===== src/rtl/serial_subtractor.sv =====
// serial_subtractor
// Bit-serial unsigned subtractor: d = (a - b - bin) mod 2^WIDTH plus borrow-out.
// A single full-subtractor cell and a borrow flip-flop process one bit per
// clock, LSB first. Operands enter and the result leaves via valid/ready.
module serial_subtractor #(
    parameter int WIDTH = 8
) (
    input  logic             clk,
    input  logic             rst,
    input  logic             in_valid,
    output logic             in_ready,
    input  logic [WIDTH-1:0] a,
    input  logic [WIDTH-1:0] b,
    input  logic             bin,
    output logic             out_valid,
    input  logic             out_ready,
    output logic [WIDTH-1:0] d,
    output logic             bout
);

    localparam int CW = $clog2(WIDTH);
    localparam logic [CW-1:0] LAST = CW'(WIDTH - 1);

    typedef enum logic [1:0] {
        IDLE,
        SHIFT,
        DONE
    } state_t;

    state_t           state;
    logic [WIDTH-1:0] areg;
    logic [WIDTH-1:0] breg;
    logic [WIDTH-1:0] dreg;
    logic             borrow;
    logic [CW-1:0]    cnt;
    logic             diffbit;
    logic             borrownext;

    // The full-subtractor cell working on the current LSB of each operand
    // register together with the stored borrow.
    assign diffbit    = areg[0] ^ breg[0] ^ borrow;
    assign borrownext = (~areg[0] & breg[0]) | (~(areg[0] ^ breg[0]) & borrow);

    assign d = dreg;

    // Handshake FSM and datapath. The result register only shifts in SHIFT,
    // so d and bout are frozen throughout DONE no matter what the inputs do.
    always_ff @(posedge clk) begin
        if (rst) begin
            state     <= IDLE;
            in_ready  <= 1'b1;
            out_valid <= 1'b0;
            areg      <= '0;
            breg      <= '0;
            dreg      <= '0;
            borrow    <= 1'b0;
            bout      <= 1'b0;
            cnt       <= '0;
        end else begin
            case (state)
                IDLE: begin
                    if (in_valid && in_ready) begin
                        areg     <= a;
                        breg     <= b;
                        borrow   <= bin;
                        cnt      <= '0;
                        state    <= SHIFT;
                        in_ready <= 1'b0;
                    end
                end
                SHIFT: begin
                    areg   <= areg >> 1;
                    breg   <= breg >> 1;
                    dreg   <= {diffbit, dreg[WIDTH-1:1]};
                    borrow <= borrownext;
                    if (cnt == LAST) begin
                        state     <= DONE;
                        out_valid <= 1'b1;
                        bout      <= borrownext;
                    end else begin
                        cnt <= cnt + CW'(1);
                    end
                end
                DONE: begin
                    if (out_valid && out_ready) begin
                        state     <= IDLE;
                        out_valid <= 1'b0;
                        in_ready  <= 1'b1;
                    end
                end
                default: begin
                    state     <= IDLE;
                    in_ready  <= 1'b1;
                    out_valid <= 1'b0;
                end
            endcase
        end
    end

endmodule


===== config.mk =====
export PLATFORM = sky130hd
export DESIGN_NAME = serial_subtractor
export DESIGN_NICKNAME = d
export VERILOG_FILES = /design/src/rtl/serial_subtractor.sv
export SDC_FILE = /design/constraint.sdc
export NUM_CORES = 1
export LEC_CHECK = 0
export CAP_MARGIN = 20
export CORE_ASPECT_RATIO = 1.4
export CORE_MARGIN = 2
export CORE_UTILIZATION = 54
export DETAILED_ROUTE_END_ITERATION = 12
export PLACE_DENSITY = 0.82
export SYNTH_ARGS = -nofsm -noshare
export SYNTH_HDL_FRONTEND = slang
export SYNTH_SLANG_ARGS = --single-unit

===== constraint.sdc =====
create_clock -name clk -period 3.9 [get_ports clk]
set_clock_uncertainty 0.15 [all_clocks]
set_input_delay 0.78 -clock clk [delete_from_list [all_inputs] [get_ports clk]]
set_output_delay 0.78 -clock clk [all_outputs]
set_load 0.01 [all_outputs]

# After elaboration in Yosys (flattened, before gate mapping)
# Index checks and enable logic that the tools add are counted.
[classes] addsub=1 n_eq_ne=7 n_mux=19 bitwise=9 reduce_logical=10
[op_table] cell="8-bit case mux with 2 select lines" count=2
[op_table] cell="8-bit two-way mux" count=2
[op_table] cell="3-bit AND reduction" count=4
[op_table] cell="2-bit inequality test, second input constant" count=4
[op_table] cell="2-bit two-way mux" count=3
[op_table] cell="3-bit two-way mux" count=2
[op_table] cell="1-bit case mux with 3 select lines" count=2
[op_table] cell="2-bit case mux with 3 select lines" count=1
[op_table] cell="3-bit case mux with 2 select lines" count=1
[op_table] cell="1-bit two-way mux" count=5
[op_table] cell="1-bit NOT" count=4
[op_table] cell="2-bit AND reduction" count=2
[op_table] cell="3-bit by 1-bit adder with 3-bit output, second input constant" count=1
[op_table] cell="3-bit == test, second input constant" count=1
[op_table] cell="1-bit bitwise AND" count=2
[op_table] cell="2-bit by 1-bit == test with 1-bit output, second input constant" count=1
[op_table] cell="2-bit == test, second input constant" count=1
[op_table] cell="1-bit logical AND" count=2
[op_table] cell="2-bit logical NOT" count=1
[op_table] cell="1-bit case mux with 2 select lines" count=1
[op_table] cell="2-bit nonzero test" count=1
[op_table] cell="1-bit bitwise XOR" count=2
[op_table] cell="1-bit OR" count=1
[totals] ff_bits=33 in_bits=21 output_inout_bits=11 word_cells=55

# Logic depth before layout (Yosys ltp)
[depth] word_depth=5 mapped_depth=6 ltp_nobuf=5

# Worst setup path before layout
# Ideal clock, no wire load.
[synth_path] kind="input-to-reg" startpoint="in in_valid" endpoint="reg areg[0]" setup_ps=116 t_arrival_ps=1498 required_ps=3634 path_slack_ps=2136 cell_stages=4 path_buffers=1 path_cell_list="a21oi_1 or2_2 buf_2 o211a_1"
[synth_via] elab_chain_len=3
[synth_rtl] item="from (decl)" line_no="10" text="input logic in_valid,"
[synth_rtl] item="1-bit logical AND" line_no="62" text="if (in_valid && in_ready) begin"
[synth_rtl] item="2-bit inequality test (no source line)"
[synth_rtl] item="2-bit AND reduction (no source line)"
[synth_rtl] item="to (signal assigned)" line_no="72" text="areg <= areg >> 1;"
[synth_rtl] item="to (decl)" line_no="31" text="logic [WIDTH-1:0] areg;"
# No other way between the ends.
# A chain may end at the register's enable or synchronous reset.

# Worst setup path in the final report
[layout_path] startpoint="in in_valid" endpoint="reg breg[2]"
[layout_via] elab_chain_len=3
[layout_rtl] item="1-bit logical AND" line_no="62"
[layout_rtl] item="2-bit inequality test (no source line)"
[layout_rtl] item="2-bit AND reduction (no source line)"
[layout_rtl] item="to (signal assigned)" line_no="73" text="breg <= breg >> 1;"
[layout_rtl] item="to (decl)" line_no="32" text="logic [WIDTH-1:0] breg;"
# No other way between the ends.

==> flow_summary_export.csv <==
group,metric,value,unit
sta,worst_slew_pin_slew,901.1,ps
yosys,synth_area_leaders,"dfxtp_1 (42%), mux2_4 (8.6%), o211a_1 (7.0%)",
hold_path,hold_class,"flip-flop to flip-flop",
worst_setup_path,crit_required,3920,ps
yosys,synth.distinct_cells,35,
cells_and_area,fillers,254,
cells_and_area,drive_gt1_share,13.04,%
status,outcome,"complete, no violations",
global_routing,antenna_found_initial,0,
clock_network,clockBufferDepth,2,
clock_network,cts.clk_slew.worst_paths,60,ps
yosys,syn_area_per_cell,9.962,sq um
power_and_ir_drop,power_density,393.4,nW/um^2
placement,port_buffers,31,
yosys,synth_nets,182,
worst_setup_path,crit_fanout,11,
yosys,yosys_warnings,0,
sta,min_period,2386,ps
die,fp.dieH,67.88,um
yosys,ys_ff_latch,33,
sta,hold_violations,0,
sta,finalSetupTns,0,ps
detailed_routing,drtIter0Drc,30,
detailed_routing,first_pass_iters,4,
cells_and_area,multiInputGateArea,812.0,sq um
clock_network,cts.sink_count,33,
sta,rsz0062_at_grt,"no",
power_and_ir_drop,irDropWorstVdd,0.0003132,V
sta,slew_headroom,39.80,%
die,initial_core_util,55.81,%
clock_network,cts_buffers,5,
die,rows,23,
cells_and_area,regArea,660.6,sq um
global_routing,grt_pass1_wl,5237,um
power_and_ir_drop,p_leak,0.8294,nW
placement,place_ws,1202,ps
detailed_routing,wl,3181,um
cells_and_area,nets,207,
yosys,synth_top_area_cell,"dfxtp_1",
yosys,syn_area,1574,sq um
detailed_routing,ant_nets,0,
placement,dp_hpwl,2324,um
clock_network,ctsResizeCount,0,
clock_network,clk_latency,280,ps
cells_and_area,antenna_cells,0,
clock_network,htreeDepth,2,
worst_setup_path,worst_setup_path_end_kind,"flip-flop",
die,ioPinCount,32,
job,cap_violations,0,
yosys,synth_commonest_cells,"dfxtp_1 (33), nand2_1 (23), a21oi_1 (17)",
clock_network,post_cts_buffers,0,
placement,gp_congestion,0.7183,
global_routing,gr-total-overflow,0,
yosys,yosysSeqAreaShare,41.97,%
global_routing,gr-usage-all-layers,21.16,%
sta,fmax,0.4192,GHz
yosys,synthCells,158,
detailed_routing,viasPerCell,5.647,
die,core_area,2820,sq um
clock_network,cts_tree,"yes",
clock_network,cts-root-buf,"clkbuf_8",
sta,finalSetupViolCount,0,
cells_and_area,area_growth,22.89,%
global_routing,grt_max_degree,30,
detailed_routing,wire_per_inst,14.39,um
worst_setup_path,critical_path_class,"input pin to flip-flop",
yosys,async_flop_share,0,%
yosys,synth-edff-count,0,
yosys,synth.most_common_cell,"dfxtp_1",
sta,post-route-period-util,61.17,%
detailed_routing,drc_errors,0,
die,die_w,49.63,um
worst_setup_path,worstPathArrival,2410,ps
die,die_area,3369,sq um
clock_network,holdBufCountCts,0,
yosys,synth_flop_cell,"dfxtp_1",
worst_setup_path,cp-start-kind,"input pin",
yosys,synth_top_cell_area_share,41.97,%
global_routing,grt_pass1_vias,1232,
sta,setup_ws,1515,ps
sta,slew_viol_final,0,
detailed_routing,dr_total_vias,1248,
metrics by stage:
step | hold WS, ps | cell area (sq um) | total power, mW | utilization [%] | instances
3_5_place_dp | 300.7 | 1852 | 0.5295 | 65.66 | 213
4_1_cts | 309.2 | 1934 | 0.7697 | 68.59 | 221
5_1_grt | 335.2 | 1934 | 0.7980 | 68.59 | 221
3_3_place_gp | 300.0 | 1852 | 0.5204 | 65.66 | 213
2_1_floorplan | 296.3 | 1574 | 0.4901 | - | 158
6_report | 309.1 | 1934 | 0.7611 | 68.59 | 221
power breakdown:
part	total [mW]	switching, mW	leakage, nW	internal (mW)
Clock	0.240	0.116	0.0450	0.123
Combinational	0.143	0.0625	0.514	0.0807
Sequential	0.378	0.0158	0.271	0.362
Total	0.761	0.195	0.829	0.566
critical path, cell delays in order:
cell and delay, ps:
clkdlybuf4s50_1 450, a21oi_1 630, buf_4 290, o21bai_1 90, o211a_1 170
state kept, by name (all words and copies together) (netlist names):
| name | count |
|---|---|
| borrow | 1 |
| areg | 8 |
| bout | 1 |
| breg | 8 |
| state | 2 |
| cnt | 3 |
| d | 8 |
| in_ready | 1 |
| out_valid | 1 |
layer usage:
metal / wire length (um) / share of wire [%] / up-vias / global-route usage (%)
met1: 1212 / 38 / 581 / 18.77
met5: 0 / 0 / - / 0
met4: 163 / 5.1 / 0 / 17.36
li1: - / - / 615 / -
met2: 1663 / 52 / 37 / 39.33
met3: 141 / 4.4 / 15 / 6.332
cells in the final DEF (no fill, tap or decap):
cell type and n:
a2111oi_0 1, clkinv_2 2, clkbuf_1 1, nor2_1 2
o21ai_0 4, o311ai_0 1, a21oi_1 17, a211oi_2 1
nand2b_4 1, clkdlybuf4s50_1 31, o311a_1 2, nand2b_1 1
a311oi_1 1, nor3b_1 2, a21o_1 1, and4bb_2 1
inv_1 4, mux2_1 2, a22o_1 2, mux2_4 9
nand2_1 23, buf_4 1, dfxtp_1 33, nor3_1 1
a31oi_1 1, clkbuf_8 5, mux2_2 3, and2_1 1
o21bai_1 13, nor2b_1 1, fa_1 1, o211a_1 11
a211oi_1 1, or2_2 1, ha_1 2
cells by family (layout without fill, tap and decap cells):
family / Yosys count / count (layout) / synth area share, %
AOI/OAI and AO/OA: 56 / 56 / 26.07
and+or+nand+nor: 34 / 34 / 10.49
DFF: 33 / 33 / 41.97
buffers and inverters: 18 / 44 / 6.438
muxes: 14 / 14 / 12.16
adders and majority gates: 3 / 3 / 2.861
final timing paths:
kind,endpoint,depth (start not counted),startpoint,slack (ps)
setup reg to reg,breg[5],3,state[1],1560
hold / removal,d[0],2,d[0],310
setup / recovery,breg[2],5,in_valid,1510
hold reg to reg,d[0],2,d[0],310
final cells by class:
type | instances | share of cell area [%]
clock buffer | 6 | 3.752
multi-input combinational | 107 | 41.98
tap | 37 | 2.393
sequential | 33 | 34.15
inverter | 4 | 0.7762
clock inverter | 2 | 0.5175
timing repair buffer | 32 | 16.43
(Power assumes the default switching activity.)
